<file path="config.mk">
export PLATFORM = sky130hd
export DESIGN_NAME = seq_divider
export DESIGN_NICKNAME = d
export VERILOG_FILES = /design/src/rtl/seq_divider_pkg.sv /design/src/rtl/seq_divider_complement2s.sv /design/src/rtl/seq_divider.sv
export SDC_FILE = /design/constraint.sdc
export NUM_CORES = 1
export LEC_CHECK = 0
export ABC_AREA = 1
export CORE_ASPECT_RATIO = 1.1
export CORE_MARGIN = 2
export CORE_UTILIZATION = 40
export DETAILED_ROUTE_END_ITERATION = 10
export PLACE_DENSITY = 0.62
export SYNTH_ARGS = -nofsm -noshare
export SYNTH_HDL_FRONTEND = slang
export SYNTH_HIERARCHICAL = 1
export SYNTH_SLANG_ARGS = --single-unit
</file>
<file path="constraint.sdc">
create_clock -name clk -period 8.24 [get_ports clk]
set_input_delay 2.472 -clock clk [delete_from_list [all_inputs] [get_ports clk]]
set_output_delay 2.472 -clock clk [all_outputs]
set_load 0.02 [all_outputs]
</file>
<file path="src/rtl/seq_divider_pkg.sv">
// Shared constants and state encoding for the sequential integer divider.
// The ALU datapath is 32 bits wide; the constants below are sized to match.
package seq_divider_pkg;

  localparam int DIV_WIDTH = 32;

  typedef enum logic [1:0] {
    ST_IDLE = 2'd0,
    ST_DIV  = 2'd1,
    ST_FIX  = 2'd2
  } state_e;

  localparam logic [DIV_WIDTH-1:0] DBZ_QUOT = '1;
  localparam logic [DIV_WIDTH-1:0] MIN_INT  = {1'b1, {(DIV_WIDTH-1){1'b0}}};
  localparam logic [DIV_WIDTH-1:0] ALL_ONES = '1;

endpackage

</file>
<file path="src/rtl/seq_divider_complement2s.sv">
// Purely combinational two's-complement negator used for operand magnitudes
// and result sign correction.
module Complement2s
  import seq_divider_pkg::*;
#(
  parameter int W = DIV_WIDTH
) (
  input  logic [W-1:0] a_i,
  output logic [W-1:0] neg_o
);

  assign neg_o = ~a_i + W'(1);

endmodule

</file>
<file path="src/rtl/seq_divider.sv">
// Multi-cycle restoring divider: magnitudes in, 32 shift/subtract iterations,
// then signs reapplied in a single fix-up cycle.
module seq_divider
  import seq_divider_pkg::*;
#(
  parameter int WIDTH = DIV_WIDTH
) (
  input  logic             clk,
  input  logic             rst,
  input  logic             start,
  input  logic             signed_op,
  input  logic [WIDTH-1:0] dividend,
  input  logic [WIDTH-1:0] divisor,
  output logic             busy,
  output logic             done,
  output logic [WIDTH-1:0] quotient,
  output logic [WIDTH-1:0] remainder,
  output logic             div_by_zero,
  output logic             overflow
);

  localparam int CW = $clog2(WIDTH);

  state_e           state_q, state_d;
  logic [WIDTH-1:0] acc_q, acc_d, q_q, q_d, dvsr_q, dvsr_d;
  logic [CW-1:0]    cnt_q, cnt_d;
  logic             sgn_quo_q, sgn_quo_d, sgn_rem_q, sgn_rem_d;
  logic             dbz_pend_q, dbz_pend_d, ovf_pend_q, ovf_pend_d;
  logic             busy_q, busy_d, done_q, done_d;
  logic [WIDTH-1:0] quo_q, quo_d, rem_q, rem_d;
  logic             dbz_q, dbz_d, ovf_q, ovf_d;

  logic [WIDTH-1:0] neg_dividend, neg_divisor, neg_q, neg_acc;
  logic [WIDTH-1:0] mag_dividend, mag_divisor;
  logic [WIDTH:0]   acc_sh;
  logic             no_borrow;

  Complement2s #(.W(WIDTH)) u_neg_dividend (.a_i(dividend), .neg_o(neg_dividend));
  Complement2s #(.W(WIDTH)) u_neg_divisor  (.a_i(divisor),  .neg_o(neg_divisor));
  Complement2s #(.W(WIDTH)) u_neg_quo      (.a_i(q_q),      .neg_o(neg_q));
  Complement2s #(.W(WIDTH)) u_neg_rem      (.a_i(acc_q),    .neg_o(neg_acc));

  assign mag_dividend = (signed_op && dividend[WIDTH-1]) ? neg_dividend : dividend;
  assign mag_divisor  = (signed_op && divisor[WIDTH-1])  ? neg_divisor  : divisor;

  // acc_sh carries one extra bit so the trial compare never loses the shifted-out MSB.
  assign acc_sh    = {acc_q, q_q[WIDTH-1]};
  assign no_borrow = (acc_sh >= {1'b0, dvsr_q});

  always_comb begin
    state_d    = state_q;
    acc_d      = acc_q;
    q_d        = q_q;
    dvsr_d     = dvsr_q;
    cnt_d      = cnt_q;
    sgn_quo_d  = sgn_quo_q;
    sgn_rem_d  = sgn_rem_q;
    dbz_pend_d = dbz_pend_q;
    ovf_pend_d = ovf_pend_q;
    busy_d     = busy_q;
    done_d     = 1'b0;
    quo_d      = quo_q;
    rem_d      = rem_q;
    dbz_d      = dbz_q;
    ovf_d      = ovf_q;

    case (state_q)
      ST_IDLE: begin
        if (start) begin
          sgn_quo_d  = signed_op & (dividend[WIDTH-1] ^ divisor[WIDTH-1]);
          sgn_rem_d  = signed_op & dividend[WIDTH-1];
          dvsr_d     = mag_divisor;
          cnt_d      = '0;
          busy_d     = 1'b1;
          dbz_pend_d = (divisor == '0);
          ovf_pend_d = signed_op && (dividend == WIDTH'(MIN_INT)) &&
                       (divisor == WIDTH'(ALL_ONES));
          if (divisor == '0) begin
            // Divide-by-zero results bypass sign correction entirely.
            q_d       = WIDTH'(DBZ_QUOT);
            acc_d     = dividend;
            sgn_quo_d = 1'b0;
            sgn_rem_d = 1'b0;
            state_d   = ST_FIX;
          end else begin
            q_d     = mag_dividend;
            acc_d   = '0;
            state_d = ST_DIV;
          end
        end
      end

      ST_DIV: begin
        if (no_borrow) begin
          acc_d = acc_sh[WIDTH-1:0] - dvsr_q;
          q_d   = {q_q[WIDTH-2:0], 1'b1};
        end else begin
          acc_d = acc_sh[WIDTH-1:0];
          q_d   = {q_q[WIDTH-2:0], 1'b0};
        end
        cnt_d = cnt_q + CW'(1);
        if (cnt_q == CW'(WIDTH - 1)) begin
          state_d = ST_FIX;
        end
      end

      ST_FIX: begin
        quo_d   = sgn_quo_q ? neg_q : q_q;
        rem_d   = sgn_rem_q ? neg_acc : acc_q;
        dbz_d   = dbz_pend_q;
        ovf_d   = ovf_pend_q;
        done_d  = 1'b1;
        busy_d  = 1'b0;
        state_d = ST_IDLE;
      end

      default: begin
        state_d = ST_IDLE;
      end
    endcase
  end

  always_ff @(posedge clk or posedge rst) begin
    if (rst) begin
      state_q    <= ST_IDLE;
      acc_q      <= '0;
      q_q        <= '0;
      dvsr_q     <= '0;
      cnt_q      <= '0;
      sgn_quo_q  <= 1'b0;
      sgn_rem_q  <= 1'b0;
      dbz_pend_q <= 1'b0;
      ovf_pend_q <= 1'b0;
      busy_q     <= 1'b0;
      done_q     <= 1'b0;
      quo_q      <= '0;
      rem_q      <= '0;
      dbz_q      <= 1'b0;
      ovf_q      <= 1'b0;
    end else begin
      state_q    <= state_d;
      acc_q      <= acc_d;
      q_q        <= q_d;
      dvsr_q     <= dvsr_d;
      cnt_q      <= cnt_d;
      sgn_quo_q  <= sgn_quo_d;
      sgn_rem_q  <= sgn_rem_d;
      dbz_pend_q <= dbz_pend_d;
      ovf_pend_q <= ovf_pend_d;
      busy_q     <= busy_d;
      done_q     <= done_d;
      quo_q      <= quo_d;
      rem_q      <= rem_d;
      dbz_q      <= dbz_d;
      ovf_q      <= ovf_d;
    end
  end

  assign busy        = busy_q;
  assign done        = done_q;
  assign quotient    = quo_q;
  assign remainder   = rem_q;
  assign div_by_zero = dbz_q;
  assign overflow    = ovf_q;

endmodule

</file>
==> metrics.txt <==
Cells after Synth 2427; Hold Crit Class flip-flop to flip-flop; Pint around 3.2 mW; hold path cells 2; PnR Total Power 6.99 mW; chip width 189 um; core area roughly 37000 um^2; Synth Cell Area 15100 um^2; Clock Pin Slew Worst Setup and Hold Paths 70 ps; GRT Total Usage between 20% and 30%; r2r endpoint acc_q[24]; Pleak 8.15 nW; Crit Path Class input pin to flip-flop; P per Cell Area 402 nW/um^2; final setup fails 0; switching power roughly 3.8 mW; syn avg cell area 6.22 um^2; post-route ant nets 0; initial antenna violation count 0; predominant post-synthesis flop cell dfrtp_1; crit-path max cell delay 580 ps; cell repeated most along the worst path nand3_1; Worst Path Arrival 5150 ps; Startpoint Class input pin; met1 wire length 24700 um; highest routed metal layer met4; ys async rst share 100%; # diodes 0; CTS Root Cell clkbuf_16; full die area 39300 um^2; Die Y 208 um; wire length on met3 3220 um; Worst Path Required 8610 ps; DP HPWL around 42000 um; status completed; Hold Crit Start overflow; # rows between 70 and 80; worst-margin pin slew about 1100 ps; vias in the first global route 14700; # resized after CTS 0; Synth Register Bits between 150 and 200; RSZ-0062 raised after global routing no; crit share post-route just under 60%; reg-to-reg startpoint acc_q[27]; total congestion overflow 0; CP Max Fanout 14; NumNets Final approximately 2600; share of layout cells above drive strength 1 under 10%; crit end category flip-flop; Hold Path End overflow; Syn. warnings 6; Final Skew 11.1 ps; part of the power in combinational logic roughly three fifths; CTS Sinks 175; total of max-cap violations 0; Post-synth EDFFs 0; Final Hold Viols 0; Worst-Skew Late Latency 450 ps; setup TNS 0 ps; Tmin final about 4800 ps; CTS tree built; Post-Route WL between 50000 and 60000 um; CTS Hold Bufs 0; htree depth 4; clock power share 12.2%; PortBufs around 140; vias post-DR around 16000; Layout Cells excl Fill ~3000; WL/cell 18.0 um; distinct cell type count of the synthesized netlist 46; achievable clock frequency 0.209 GHz; first-pass GRT wire length 84400 um; CTS buffer count 17; placed cell count 2985; drt pass-1 iters 6; DRC Markers 0; Ports 136; syn nets 2534; Sw Share 53.8%; Max Slew Vio Count 0; clock buffer depth 2; largest net degree at the start of global routing 97; reg2reg setup slack between 4000 and 5000 ps; setup bufs post-CTS 0; Rel. slew slack between 20% and 30%; Seq pwr share roughly a quarter; CP Cell Sequence clkdlybuf4s50_1, nor4_1, nand3_1, nor2_2, nand3_1, o21ai_0, o21bai_1; slowest CP cell clkdlybuf4s50_1; r2r worst-path depth 11; Seq/Total Area, Yosys about 29%; routed wl met2 about 25000 um; Peak VDD IR between 0.2 and 0.25 mV; RD Place Congestion 0.997; area grow syn2layout 15.3%; DR vias/cell 5.29; DR iter-0 viols 1532; Starting Density between 40% and 50%
## synthesized netlist by cell type (6+ instances only)
library cell / n / area [um^2]
a21oi_1: 124 / 621
buf_1: 6 / 22.5
buf_4: 6 / 45.0
clkbuf_1: 62 / 233
dfrtp_1: 175 / 4380
ha_1: 38 / 475
inv_1: 289 / 1080
inv_2: 14 / 52.6
mux2i_1: 9 / 90.1
nand2_1: 668 / 2510
nand2_2: 41 / 257
nand3_1: 73 / 365
nand4_1: 38 / 238
nor2_1: 374 / 1400
nor2_2: 24 / 150
nor2_4: 14 / 158
nor3_1: 8 / 40.0
nor4_1: 15 / 93.8
o21ai_0: 215 / 1080
o21ai_1: 48 / 240
o21bai_1: 37 / 278
o22ai_1: 22 / 138
xnor2_1: 27 / 236
xor2_1: 51 / 447
## worst max-delay path by stage
| stage | to | cells after the start | from | slack, ps |
|---|---|---|---|---|
| floorplan | acc_q[0] | 1 | rst | 1020 |
| global placement | acc_q[14] | 7 | divisor[13] | 3120 |
| detailed placement | acc_q[14] | 7 | divisor[12] | 3040 |
| CTS | acc_q[14] | 7 | divisor[12] | 3510 |
| global route | acc_q[14] | 9 | divisor[7] | 3300 |
| finish | acc_q[14] | 7 | divisor[25] | 3460 |
## cell usage in the layout, fill, tap and decap left out, types with 8 or more instances in the layout
master           instances
a21oi_1                124
buf_4                   11
clkbuf_16               17
clkdlybuf4s50_1        135
dfrtp_1                175
ha_1                    38
inv_1                  288
inv_2                   14
mux2i_1                  9
nand2_1                668
nand2_2                 41
nand3_1                 73
nand4_1                 38
nor2_1                 370
nor2_2                  25
nor2_4                  17
nor3_1                   8
nor4_1                  15
o21ai_0                215
o21ai_1                 48
o21bai_1                37
o22ai_1                 22
xnor2_1                 27
xor2_1                  51
## stage by stage
stage          cell area (um^2)  hold WS, ps  utilization (%)  setup WS (ps)
2_1_floorplan             15100          449                -           1020
3_3_place_gp              16800          453             45.3           3120
3_5_place_dp              16800          460             45.3           3040
4_1_cts                   17400          480             46.9           3510
5_1_grt                   17400          507             46.9           3300
6_report                  17400          471             46.9           3460
## flip-flops by register name (all words and copies together) (netlist names), 2 cells and up
register and cells:
acc_q 32, cnt_q 5, dvsr_q 32, q_q 32
quotient 32, remainder 32, state_q 2
## critical path: cells and delay by family
family | cells | cell delay (ps)
AND/OR/NAND/NOR | 4 | 1630
buffers and inverters | 1 | 580
AO/OA/AOI/OAI | 2 | 450
## cells by family (layout without fill, tap and decap cells)
kind of cell / Yosys count / in the layout / synth area share [%]
adders and majority gates: 39 / 39 / 3.28
and+or+nand+nor: 1270 / 1270 / 35.6
xor gates and xnor gates: 78 / 78 / 4.53
DFF: 175 / 175 / 29.0
buffers and inverters: 387 / 483 / 10.0
muxes: 9 / 9 / 0.597
AOI/OAI and AO/OA: 469 / 469 / 16.9
## per-layer routing
metal,GRT usage [%],vias up
met5,0,-
met4,10.2,0
met3,2.94,86
met2,43.3,584
met1,38.8,7393
li1,-,7883
## power groups by stage
stage          combinational (mW)  sequential, mW  clock [mW]
2_1_floorplan                2.92            1.78           0
3_3_place_gp                 4.21            1.84           0
3_5_place_dp                 4.26            1.85           0
4_1_cts                      4.28            1.83       0.861
5_1_grt                      4.81            1.91       0.891
6_report                     4.29            1.85       0.850
## cell type report
cell class,count,area [um^2]
clock buffers,19,453
clock inverters,13,145
fillers,3939,19700
inverters,305,1150
multi-input cells,1865,9220
flip-flops and latches,175,4380
well taps,494,618
repair buffers,146,1430
No activity file was read; power rests on OpenSTA's default activity.
